`config.mk`:
```
export PLATFORM = sky130hd
export DESIGN_NAME = if_fetch_stage
export DESIGN_NICKNAME = d
export VERILOG_FILES = /design/src/rtl/if_fetch_stage.sv
export SDC_FILE = /design/constraint.sdc
export NUM_CORES = 1
export LEC_CHECK = 0
export ABC_AREA = 0
export ABC_CLOCK_PERIOD_IN_PS = 2600
export CAP_MARGIN = 10
export CORE_MARGIN = 2
export CORE_UTILIZATION = 46
export DETAILED_ROUTE_END_ITERATION = 7
export GPL_ROUTABILITY_DRIVEN = 0
export PLACE_DENSITY = 0.79
export SETUP_SLACK_MARGIN = 0.15
export SLEW_MARGIN = 20
export SYNTH_ARGS = -nofsm -noshare
export SYNTH_HDL_FRONTEND = slang
export SYNTH_SLANG_ARGS = --single-unit
```
`constraint.sdc`:
```
create_clock -name clk -period 2.6 [get_ports clk]
set_input_delay 0.65 -clock clk [delete_from_list [all_inputs] [get_ports clk]]
set_output_delay 0.65 -clock clk [all_outputs]
set_load 0.01 [all_outputs]
```
`src/rtl/if_fetch_stage.sv`:
```
// ---------------------------------------------------------------------------
// if_fetch_stage
//
// Instruction-fetch stage of the 5-stage MIPS pipeline. Holds the PC, drives
// the instruction SRAM read port and produces the IF-to-ID bus. A redirect
// that ID resolves while IF is stalled goes into a pending latch, so the
// redirect is still applied once the stall releases.
//
// Ports:
//   clk              pipeline clock, rising edge
//   rst_n            asynchronous active-low reset
//   stall            global stall vector; bit 0 (Stop) freezes the PC
//   br_bus           {br_e, br_addr[31:0]} taken branch/jump from ID
//   inst_sram_en     SRAM read enable
//   inst_sram_wen    SRAM byte write enables (always 0, read-only port)
//   inst_sram_addr   SRAM address, equal to the current PC
//   inst_sram_wdata  SRAM write data (always 0)
//   if_to_id_bus     {ce, pc[31:0]}, sampled by ID on the next edge
//   fetch_adel       current PC is not word aligned
// ---------------------------------------------------------------------------
module if_fetch_stage #(
    parameter logic [31:0] RESET_PC = 32'hBFBF_FFFC,
    parameter int          STALL_WD = 6
) (
    input  logic                clk,
    input  logic                rst_n,
    input  logic [STALL_WD-1:0] stall,
    input  logic [32:0]         br_bus,
    output logic                inst_sram_en,
    output logic [3:0]          inst_sram_wen,
    output logic [31:0]         inst_sram_addr,
    output logic [31:0]         inst_sram_wdata,
    output logic [32:0]         if_to_id_bus,
    output logic                fetch_adel
);

    typedef enum logic [1:0] {
        ST_IDLE      = 2'd0,  // ce_q = 0: first edge after reset release
        ST_RUN       = 2'd1,  // fetching, no redirect pending
        ST_HOLD_PEND = 2'd2   // a redirect captured during a stall is waiting
    } fetch_state_e;

    logic [31:0]  pc_q,        pc_d;
    logic         ce_q,        ce_d;
    logic         pend_v_q,    pend_v_d;
    logic [31:0]  pend_addr_q, pend_addr_d;
    fetch_state_e state;

    logic        stop;
    logic        br_e;
    logic [31:0] br_addr;

    assign stop    = stall[0];
    assign br_e    = br_bus[32];
    assign br_addr = br_bus[31:0];

    // Only the Stop bit concerns fetch. The other stall bits go to later stages.
    logic unused_stall_hi;
    assign unused_stall_hi = &{1'b0, stall[STALL_WD-1:1]};

    // The state is decoded from the architectural registers rather than
    // stored separately, so it can never disagree with ce_q or pend_v_q.
    always_comb begin
        if (!ce_q) begin
            state = ST_IDLE;
        end else if (pend_v_q) begin
            state = ST_HOLD_PEND;
        end else begin
            state = ST_RUN;
        end
    end

    // Next-PC and pending-redirect logic.
    always_comb begin
        // NOTE: every output of this block gets a default first. Any path that
        // leaves a signal unassigned would otherwise infer a latch.
        pc_d        = pc_q;
        ce_d        = 1'b1;
        pend_v_d    = pend_v_q;
        pend_addr_d = pend_addr_q;

        unique case (state)
            ST_IDLE: begin
                // br_bus is not trusted before the first fetch, so it is ignored.
                if (!stop) begin
                    pc_d = pc_q + 32'd4;
                end
            end
            default: begin
                if (stop) begin
                    // The PC stays frozen. The newest branch replaces any older pending one.
                    if (br_e) begin
                        pend_v_d    = 1'b1;
                        pend_addr_d = br_addr;
                    end
                end else if (br_e) begin
                    // A live branch comes from a newer ID decision, so it beats the pending one.
                    pc_d     = br_addr;
                    pend_v_d = 1'b0;
                end else if (state == ST_HOLD_PEND) begin
                    pc_d     = pend_addr_q;
                    pend_v_d = 1'b0;
                end else begin
                    pc_d = pc_q + 32'd4;  // wraps modulo 2^32
                end
            end
        endcase
    end

    // NOTE: sequential state uses non-blocking assignments only. This keeps
    // every flop updating from the values it had before the edge.
    always_ff @(posedge clk or negedge rst_n) begin
        if (!rst_n) begin
            pc_q        <= RESET_PC;
            ce_q        <= 1'b0;
            pend_v_q    <= 1'b0;
            pend_addr_q <= 32'h0;
        end else begin
            pc_q        <= pc_d;
            ce_q        <= ce_d;
            pend_v_q    <= pend_v_d;
            pend_addr_q <= pend_addr_d;
        end
    end

    // Outputs are decoded straight from the registers. They add no latency.
    // The PC keeps advancing after a misaligned fetch, and the exception
    // itself is handled downstream.
    assign fetch_adel      = ce_q & (pc_q[1:0] != 2'b00);
    assign inst_sram_en    = ce_q & ~fetch_adel & ~stop;
    assign inst_sram_addr  = pc_q;
    assign inst_sram_wen   = 4'b0000;
    assign inst_sram_wdata = 32'h0;
    assign if_to_id_bus    = {ce_q, pc_q};

endmodule

```
* Word level (Yosys, flattened, before mapping) *
Index checks and enable logic that the tools add are counted.

storage, ports and cells
  register bits after elaboration = 66
  word-level logic and storage cells = 29
  bits of input ports = 41
  output and inout bits = 103

operators by class
  multiplexer cells = 11
  add/sub/neg operators = 1
  reduce and logical (&&, ||, !) cells = 5
  bitwise logic cells = 6
  equality and inequality tests = 2

operators with widths
  cell                     count
  $mux W32                 5
  $add A32 B3 Y32 const B  1
  $reduce_and A3 Y1        2
  $mux W1                  4
  $mux W2                  2
  $reduce_bool A2 Y1       2
  $and A1 B1 Y1            3
  $not A1 Y1               3
  $eq A2 B2 Y1 const B     1
  $logic_not A2 Y1         1
  $ne A2 B1 Y1 const B     1

* Depth between registers and ports, before layout *
Gate-level depths: netlist (run 1).

  depth in word-level cells = 7
  depth in mapped cells = 8

* Worst setup path before layout (run 1) *
OpenSTA, ideal clock, no wires.

  kind = register to register
  from = register pc_q[2] (netlist: inst_sram_addr[2])
  to = register pc_q[28] (netlist: inst_sram_addr[28])
  path slack = 0.567 ns
  stages on the path, launching flop included = 7
  data required time = 2.521 ns
  arrival = 1.955 ns
  period minus slack after synthesis = 2.033 ns
  library setup time = 0.079 ns
  buffers on the path = 0
  cell sequence = dfstp_2 > ha_1 > nand3_1 > nor4_4 > nand4b_1 > or4b_1 > o211a_1

between the ends
  cells in the longest elaborated chain, start to end = 5

ends and longest elaborated chain
  what                      RTL line  source
  start: declaration        43        logic [31:0] pc_q, pc_d;
  start signal: assignment  119       pc_q <= pc_d;
  $add A32 B3 Y32 *         86, 104
  $mux W32                  100       end else if (state == ST_HOLD_PEND) begin
  $mux W32                  96        end else if (br_e) begin
  $mux W32                  90        if (stop) begin
  $mux W32 *                82        unique case (state)

Every way passes the cells marked *; elsewhere a longest branch is shown, timed or not. The select of a mux whose other input is x is not followed.
A chain may end at the register's enable or synchronous reset.

* Final worst setup path (run 1) *
  from = input port stall[0]
  to = output port inst_sram_en

between the ends
  cells in the longest elaborated chain, start to end = 2

ends and longest elaborated chain
  what                  RTL line  source
  start: declaration    27        input logic [STALL_WD-1:0] stall,
  $not A1 Y1 (no line)  --
  $and A1 B1 Y1         130       assign inst_sram_en = ce_q & ~fetch_adel & ~stop;
  end: declaration      29        output logic inst_sram_en,

Every way passes these cells.

==> flow_metrics.tcl, run 1 <==
set metrics [dict create \
    clock-sinks 66 \
    nFillCells 792 \
    fp-row-count 35 \
    place.port_buffers 102 \
    cts_buffer_depth 2 \
    hold_viol 0 \
    relSlewSlack_pct 59.1 \
    vias_per_cell 5.78 \
    grt_start_max_net_pins 42 \
    dieHeight_um 100 \
    antenna_found_initial 0 \
    worstSetupStartpointType "primary input" \
    ys_seq_area_share_pct 39.6 \
    leakagePower_nw 2.19 \
    fmax_ghz 0.434 \
    gr-usage-met1_pct 28.9 \
    drt_iter0_drc 406 \
    busiest_layer "met2" \
    timing.final.crit_share_pct 88.7 \
    rsz0062_at_grt "no" \
    slowest_stage "clkdlybuf4s50_1" \
    finClkSkew_ps 10.6 \
    gr-usage-all-layers_pct 23.0 \
    synth-async-reset-ratio_pct 100 \
    grt_pass1_wl_um 18100 \
    yosys.area.top_type "dfrtp_1" \
    yosys_warnings 0 \
    clkTransAtPathRegs_ps 60 \
    wire_per_inst_um 17.4 \
    vias 3752 \
    ff2ff_path_depth 7 \
    synth_edf_count 0 \
    avgSynthCellArea_sq_um 9.42 \
    tightest_slew_ps 614 \
    hpwl_um 8250 \
    end_kind "output pin" \
    cts_tree "done" \
    n_antenna_cell 0 \
    critical_path_required_ps 1950 \
    drc 0 \
    r2r_end "inst_sram_addr[14]$_DFFE_PN1N_" \
    final_util_pct 58.5 \
    synth_area_leaders "dfrtp_1 22%, dfstp_2 17%, buf_4 13%, mux2_2 8.5%, nand2_1 3.3%" \
    setup_viol 0 \
    mostFrequentLayoutCell "clkdlybuf4s50_1" \
    hold_class "in -> async" \
    synth_top_area_share_pct 22.3 \
    maxCapViolations 0 \
    synth.distinct_cells 62 \
    io_pins 144 \
    crit_fanout 2 \
    grt.met3_usage_pct 4.25 \
    critical_path_class "in -> out" \
    die_w_um 100 \
    finalPower_mw 3.67 \
    layout_common_cells "100 x clkdlybuf4s50_1, 38 x nand2_1, 38 x dfrtp_1" \
    maxSlewViolCount 0 \
    drt_wl_total_um 11300 \
    coreArea_sq_um 9110 \
    arrival_ps 1660 \
    grt_remaining_overflow 0 \
    syn_area_sq_um 4260 \
    clk_latency_ps 350 \
    cts.htree.levels 3 \
    dr.pass1.iters 5 \
    status "finished, final reports clean" \
    syn_inst 452 \
    p_per_area_nw_per_um2 690 \
    ir_drop_mv 0.275 \
    root_buffer "clkbuf_8" \
    cts_buffers 9 \
    synthFlopType "dfrtp_1" \
    fin_nets 575 \
    drive_above_1_share_pct 19.9 \
    grtUsageMet2_pct 37.9 \
    r2r_slack_ps 420 \
    start_util_pct 46.7 \
    grt_pass1_vias 3680 \
    min_period_ps 2310 \
    r2r-start "inst_sram_addr[3]$_DFFE_PN1N_" \
    design.die.area_sq_um 10000 \
    crit_chain "clkdlybuf4s50_1 > nand2b_1 > nor3_1 > clkdlybuf4s15_1" \
    drtAntennaViolNets 0 \
    synth-seq-cells 66 \
    critical_path.max_stage_delay_ps 440 \
    area.growth.synth_to_final_pct 25.1 \
]
-- cells by family after synthesis --
group | after synthesis | share of synthesized area (%)
AO/OA/AOI/OAI | 104 | 16.2
XOR/XNOR | 13 | 2.67
adder cells (fa/ha/maj) | 1 | 0.294
buffers and inverters | 97 | 15.0
flip-flops | 66 | 39.6
multiplexers | 34 | 8.93
other | 2 | 0.176
AND/OR/NAND/NOR | 135 | 17.1
-- routing by layer --
layer  vias up  wire, um  part of all wire (%)
li1       1687         -                     -
met1      1836      4660                    41
met2       198      5610                    50
met3        31       723                   6.4
met4         0       320                   2.8
met5         -         0                     0
-- critical path: cells and delay by family --
family,cells,cell delay (ps)
buffers and inverters,2,700
AND/OR/NAND/NOR,2,300
-- final cells by class --
class	instances	area [sq um]	area share [%]
clock inverter	2	35.0	0.658
clock buffer	14	173	3.24
multi-input combinational	324	2060	38.7
timing repair buffer	126	1210	22.7
inverter	6	22.5	0.423
sequential	66	1690	31.7
tap	111	139	2.61
-- how the worst max path moves through the flow --
| stage | from | to | slack, ps | cells past startpoint |
|---|---|---|---|---|
| after detailed placement | stall[0] | inst_sram_en | -30 | 4 |
| after global routing | stall[0] | inst_sram_en | 160 | 4 |
| final | stall[0] | inst_sram_en | 290 | 4 |
| after CTS | stall[0] | inst_sram_en | 260 | 4 |
| after global placement | stall[0] | inst_sram_en | -10 | 4 |
| after floorplan | inst_sram_addr[2]$_DFFE_PN1N_ | inst_sram_addr[28]$_DFFE_PN1N_ | 570 | 6 |
-- cells in the mapped netlist (4+ instances only) --
master	n
xor2_1	8
nand2b_1	4
and3_1	14
nand3_1	9
o21ai_0	20
dfrtp_1	38
a22o_1	5
buf_2	7
clkbuf_1	11
nor3_1	5
nor2b_1	5
dfstp_2	28
nand4_1	11
a31oi_1	5
mux2_2	32
o22ai_1	9
a22oi_1	6
a211oi_1	5
a21oi_1	25
xnor2_1	5
nor2_1	30
buf_4	71
inv_1	6
a221oi_1	4
nand2_1	38
-- per-stage QoR --
step | setup slack (ps) | area, sq um | hold slack, ps | setup TNS, ps | cells
after global routing | 160 | 5330 | 351 | 0 | 649
after global placement | -9.76 | 5120 | 479 | -9.76 | 633
after floorplan | 567 | 4390 | 354 | 0 | 487
after CTS | 259 | 5330 | 335 | 0 | 649
after detailed placement | -25.7 | 5120 | 491 | -25.7 | 633
final | 294 | 5330 | 312 | 0 | 649
-- power by group --
group,switching [mW],internal (mW)
sequential,0.264,1.30
combinational,0.519,0.677
clock,0.391,0.521
total,1.17,2.50
-- flip-flops by register name (all words and copies together), names as in the netlist --
| name | count |
|---|---|
| ce_q | 1 |
| inst_sram_addr | 32 |
| pend_addr_q | 32 |
| pend_v_q | 1 |
-- what timing repair did --
| item | CTS | global route |
|---|---|---|
| gates resized for setup | 1 | 1 |
| hold endpoints to repair | 0 | 0 |
| setup endpoints to repair | 1 | 1 |
| hold buffers | 0 | 0 |
| buffers inserted | 0 | 0 |
Power figures use the tool's default switching activity.
==> run 2: changes to the inputs <==
--- a/config.mk
+++ b/config.mk
@@ -8,6 +8,7 @@
 export ABC_AREA = 0
 export ABC_CLOCK_PERIOD_IN_PS = 2600
 export CAP_MARGIN = 10
+export CORE_ASPECT_RATIO = 1.4
 export CORE_MARGIN = 2
 export CORE_UTILIZATION = 46
 export DETAILED_ROUTE_END_ITERATION = 7
==> run 2 against run 1 <==
  * Routed wire length is 2.9% lower
  * Critical path type is now reg -> out
  * Cell count is 1.4% lower
  * Setup slack worse by 44 ps
  * Largest cell class unchanged
==> flow_metrics.tcl, run 2 (synthesis gave the netlist of run 1 again) <==
set metrics [dict create \
    start_util_pct 47.2 \
    crit_fanout 10 \
    min_period_ps 2350 \
    drc 0 \
    nFillCells 757 \
    critical_path_required_ps 1950 \
    finClkSkew_ps 6.12 \
    status "finished, final reports clean" \
    hpwl_um 7930 \
    worstSetupStartpointType "register" \
    cts_buffer_depth 2 \
    maxSlewViolCount 0 \
    relSlewSlack_pct 56.8 \
    maxCapViolations 0 \
    coreArea_sq_um 9030 \
    end_kind "output pin" \
    drive_above_1_share_pct 19.3 \
    cts_setup_buffers 0 \
    n_antenna_cell 0 \
    vias_per_cell 5.73 \
    dieHeight_um 118 \
    mostFrequentLayoutCell "clkdlybuf4s50_1" \
    arrival_ps 1700 \
    die_w_um 85.3 \
    setup_viol 0 \
    area.growth.synth_to_final_pct 26.4 \
    critical_path_class "reg -> out" \
    tightest_slew_ps 648 \
    drt_iter0_drc 327 \
    layout_common_cells "100 x clkdlybuf4s50_1, 38 x nand2_1, 38 x dfrtp_1" \
    hold_viol 0 \
    root_buffer "clkbuf_16" \
    drtAntennaViolNets 0 \
    grt_pass1_vias 3699 \
    multi_input_area_sq_um 2060 \
    finalPower_mw 3.98 \
    cts_buffers 9 \
    rsz0062_at_grt "no" \
    io_pins 144 \
    grt_start_max_net_pins 52 \
    gr-usage-all-layers_pct 22.1 \
    p_per_area_nw_per_um2 741 \
    cts.htree.levels 3 \
    grt_pass1_wl_um 17800 \
    hold_class "in -> async" \
    timing.final.crit_share_pct 90.4 \
    grt_remaining_overflow 0 \
    clock-sinks 66 \
    place.port_buffers 102 \
    fmax_ghz 0.425 \
    antenna_found_initial 0 \
    clk_latency_ps 330 \
    clkTransAtPathRegs_ps 50 \
    ff2ff_path_depth 6 \
    cts_tree "done" \
    dr.pass1.iters 4 \
    wire_per_inst_um 17.2 \
    drt_wl_total_um 11000 \
    leakagePower_nw 2.22 \
    vias 3668 \
    final_util_pct 59.6 \
    design.die.area_sq_um 10100 \
    layout.area.seq_sq_um 1690 \
    fin_nets 570 \
    ir_drop_mv 0.491 \
    fp-row-count 41 \
]
run 2: report_power, final:
group          switching, mW  leakage [nW]  internal (mW)
clock network          0.422         0.153          0.819
logic                  0.511          1.32          0.670
registers              0.258         0.742           1.30
run 2: timing repair:
| action | CTS | global route |
|---|---|---|
| pin swaps | 0 | 0 |
| endpoints found under the setup margin | 1 | 1 |
| resized for setup | 1 | 3 |
| hold buffers | 0 | 0 |
run 2: layer usage:
layer	global-route usage (%)	vias up	part of all wire, %
met1	25.7	1793	37
met3	2.24	25	5.4
met5	0	-	0
met2	39.4	173	55
met4	11.7	0	3.2
li1	-	1677	-
run 2: cell type report:
cell class                      count  share of cell area, %
Clock inverter                      2                  0.651
Timing Repair Buffer              121                   21.7
Inverter                            6                  0.419
Multi-Input combinational cell    324                   38.3
Tap cell                          107                   2.49
Clock buffer                       14                   5.09
Sequential cell                    66                   31.3
run 2: path summary, 6_finish.rpt:
check                                         startpoint                        endpoint  slack [ps]
min reg2reg                  pend_addr_q[30]$_DFFE_PN0P_     pend_addr_q[30]$_DFFE_PN0P_         500
min                                                rst_n      pend_addr_q[1]$_DFFE_PN0P_         350
max                                       ce_q$_DFF_PN0_                      fetch_adel         250
max reg2reg                inst_sram_addr[2]$_DFFE_PN1N_  inst_sram_addr[30]$_DFFE_PN0N_         380
max in group asynchronous                          rst_n  inst_sram_addr[13]$_DFFE_PN1N_        1550
min in group clk             pend_addr_q[30]$_DFFE_PN0P_     pend_addr_q[30]$_DFFE_PN0P_         500
run 2: critical path: stages, from the launching register on:
cell and delay [ps]:
dfrtp_1 450, buf_4 220, o21a_1 140, clkdlybuf4s50_1 550
run 2: through the flow:
step | cells | setup WS (ps) | area (sq um) | hold slack [ps] | TNS [ps]
after global placement | 624 | -99.2 | 5080 | 479 | -99.2
after CTS | 640 | 169 | 5380 | 364 | 0
after detailed placement | 624 | -120 | 5080 | 488 | -120
after floorplan | 487 | 567 | 4390 | 354 | 0
final | 640 | 250 | 5380 | 348 | 0
after global routing | 640 | 187 | 5380 | 394 | 0
==> run 3: changes to the inputs <==
--- a/config.mk
+++ b/config.mk
@@ -10,10 +10,10 @@
 export CAP_MARGIN = 10
 export CORE_ASPECT_RATIO = 1.4
 export CORE_MARGIN = 2
-export CORE_UTILIZATION = 46
+export CORE_UTILIZATION = 35
 export DETAILED_ROUTE_END_ITERATION = 7
 export GPL_ROUTABILITY_DRIVEN = 0
-export PLACE_DENSITY = 0.79
+export PLACE_DENSITY = 0.62
 export SETUP_SLACK_MARGIN = 0.15
 export SLEW_MARGIN = 20
 export SYNTH_ARGS = -nofsm -noshare
==> run 3 against run 2 <==
  * Sequential cell count unchanged
  * Worst hold slack worse by 52 ps
  * Setup slack worse by 24 ps
  * Critical path type is now in -> out
==> flow_metrics.tcl, run 3 (synthesis gave the netlist of run 1 again) <==
set metrics [dict create \
    status "finished, final reports clean" \
    worstSetupStartpointType "primary input" \
    cp_top_family "buffers and inverters" \
    die_w_um 97.2 \
    drt_wl_total_um 11600 \
    wl_met1_um 4420 \
    setup_viol 0 \
    rsz0062_at_grt "no" \
    pwr-share-clk_pct 29.6 \
    cts_buffers 9 \
    wire_per_inst_um 17.0 \
    leakagePower_nw 2.24 \
    clock-sinks 66 \
    vias_per_cell 5.29 \
    tns_ps 0 \
    io_pins 144 \
    drive_above_1_share_pct 20.2 \
    hold_viol 0 \
    highest_layer "met4" \
    fp-row-count 47 \
    hold_class "in -> async" \
    coreArea_sq_um 11800 \
    cts_buffer_depth 2 \
    maxCapViolations 0 \
    area.growth.synth_to_final_pct 28.2 \
    grt_pass1_vias 3626 \
    grt_start_max_net_pins 52 \
    gr-usage-all-layers_pct 18.0 \
    swShare_pct 30.8 \
    grt_pass1_wl_um 18800 \
    routed-wl-met3_um 598 \
    crit_chain "clkdlybuf4s50_1 > nand2b_2 > nor3_1 > dlygate4sd2_1" \
    cts_setup_buffers 0 \
    dr.pass1.iters 4 \
    hpwl_um 8570 \
    place.port_buffers 102 \
    power.internal_mw 2.70 \
    end_kind "output pin" \
    timing.final.crit_share_pct 91.3 \
    fmax_ghz 0.421 \
    grt_remaining_overflow 0 \
    dr_wl_met2_um 6240 \
    cts.repair.resized 2 \
    cts.htree.levels 3 \
    design.die.area_sq_um 13100 \
    vias 3627 \
    tightest_slew_ps 618 \
    dieHeight_um 135 \
    cts_tree "done" \
    clk_latency_ps 340 \
    critical_path.max_stage_delay_ps 410 \
    crit_fanout 2 \
    drt_iter0_drc 136 \
    p_switching_mw 1.20 \
    drc 0 \
    critical_path_class "in -> out" \
    power_frac_comb_pct 30.4 \
    maxSlewViolCount 0 \
    drtAntennaViolNets 0 \
    hold_buffers 0 \
    p_per_area_nw_per_um2 715 \
    min_period_ps 2370 \
    layout_common_cells "100 x clkdlybuf4s50_1, 38 x nand2_1, 38 x dfrtp_1" \
    nFillCells 1139 \
    clkTransAtPathRegs_ps 50 \
    relSlewSlack_pct 58.5 \
    antenna_found_initial 0 \
    ir_drop_mv 0.436 \
    root_buffer "clkbuf_16" \
    n_antenna_cell 0 \
    critical_path_required_ps 1950 \
    seq_power_share_pct 40.0 \
    finalPower_mw 3.90 \
    path_buf_inv 2 \
    finClkSkew_ps 3.41 \
    start_util_pct 36.0 \
    slowest_stage "clkdlybuf4s50_1" \
    mostFrequentLayoutCell "clkdlybuf4s50_1" \
    arrival_ps 1720 \
    fin_nets 576 \
]
==> run 3: changes by cell type in the layout (fill, tap and decap cells not counted), sizes merged <==
cell	delta
buf	+6
bufinv	-1
clkbuf	-1
clkinv	+1
dlygate4sd2	+1
==> run 3: path summary, 6_finish.rpt <==
path	slack, ps	from	to	cells after the start
min in group clk	500	pend_addr_q[1]$_DFFE_PN0P_	pend_addr_q[1]$_DFFE_PN0P_	1
hold reg to reg	500	pend_addr_q[1]$_DFFE_PN0P_	pend_addr_q[1]$_DFFE_PN0P_	1
max in group asynchronous	1600	rst_n	inst_sram_addr[19]$_DFFE_PN1N_	2
hold / removal	300	rst_n	inst_sram_addr[0]$_DFFE_PN0P_	1
setup reg to reg	380	inst_sram_addr[2]$_DFFE_PN1N_	inst_sram_addr[30]$_DFFE_PN0N_	6
setup / recovery	230	stall[0]	inst_sram_en	4
==> run 3: per-layer routing <==
metal	vias to the layer above	track usage, %
met5	-	0
met4	0	9.95
met3	22	2.69
met2	138	32.4
met1	1777	20.6
li1	1690	-
==> run 3: final cells by class <==
cell class / instances / area, sq um / area share (%)
inverter: 6 / 22.5 / 0.413
sequential: 66 / 1690 / 30.9
timing repair buffer: 127 / 1210 / 22.3
tap: 147 / 184 / 3.37
clock buffer: 14 / 274 / 5.02
multi-input combinational: 324 / 2060 / 37.8
clock inverter: 2 / 10.0 / 0.183
==> run 3: through the flow <==
stage / hold WS, ps / cell area [sq um] / utilization (%) / cells / setup WS (ps)
2_1_floorplan: 354 / 4390 / - / 487 / 567
3_3_place_gp: 478 / 5170 / 43.7 / 670 / -90.8
3_5_place_dp: 492 / 5170 / 43.7 / 670 / -91.7
4_1_cts: 301 / 5460 / 46.2 / 686 / 214
5_1_grt: 338 / 5460 / 46.2 / 686 / 197
6_report: 296 / 5460 / 46.2 / 686 / 225
==> run 3: power by group through the flow <==
stage          Clock (mW)  Sequential, mW  Combinational, mW
2_1_floorplan           0            1.55              0.714
3_3_place_gp            0            1.56               1.17
3_5_place_dp            0            1.58               1.19
4_1_cts              1.18            1.57               1.19
5_1_grt              1.22            1.61               1.28
6_report             1.15            1.56               1.18
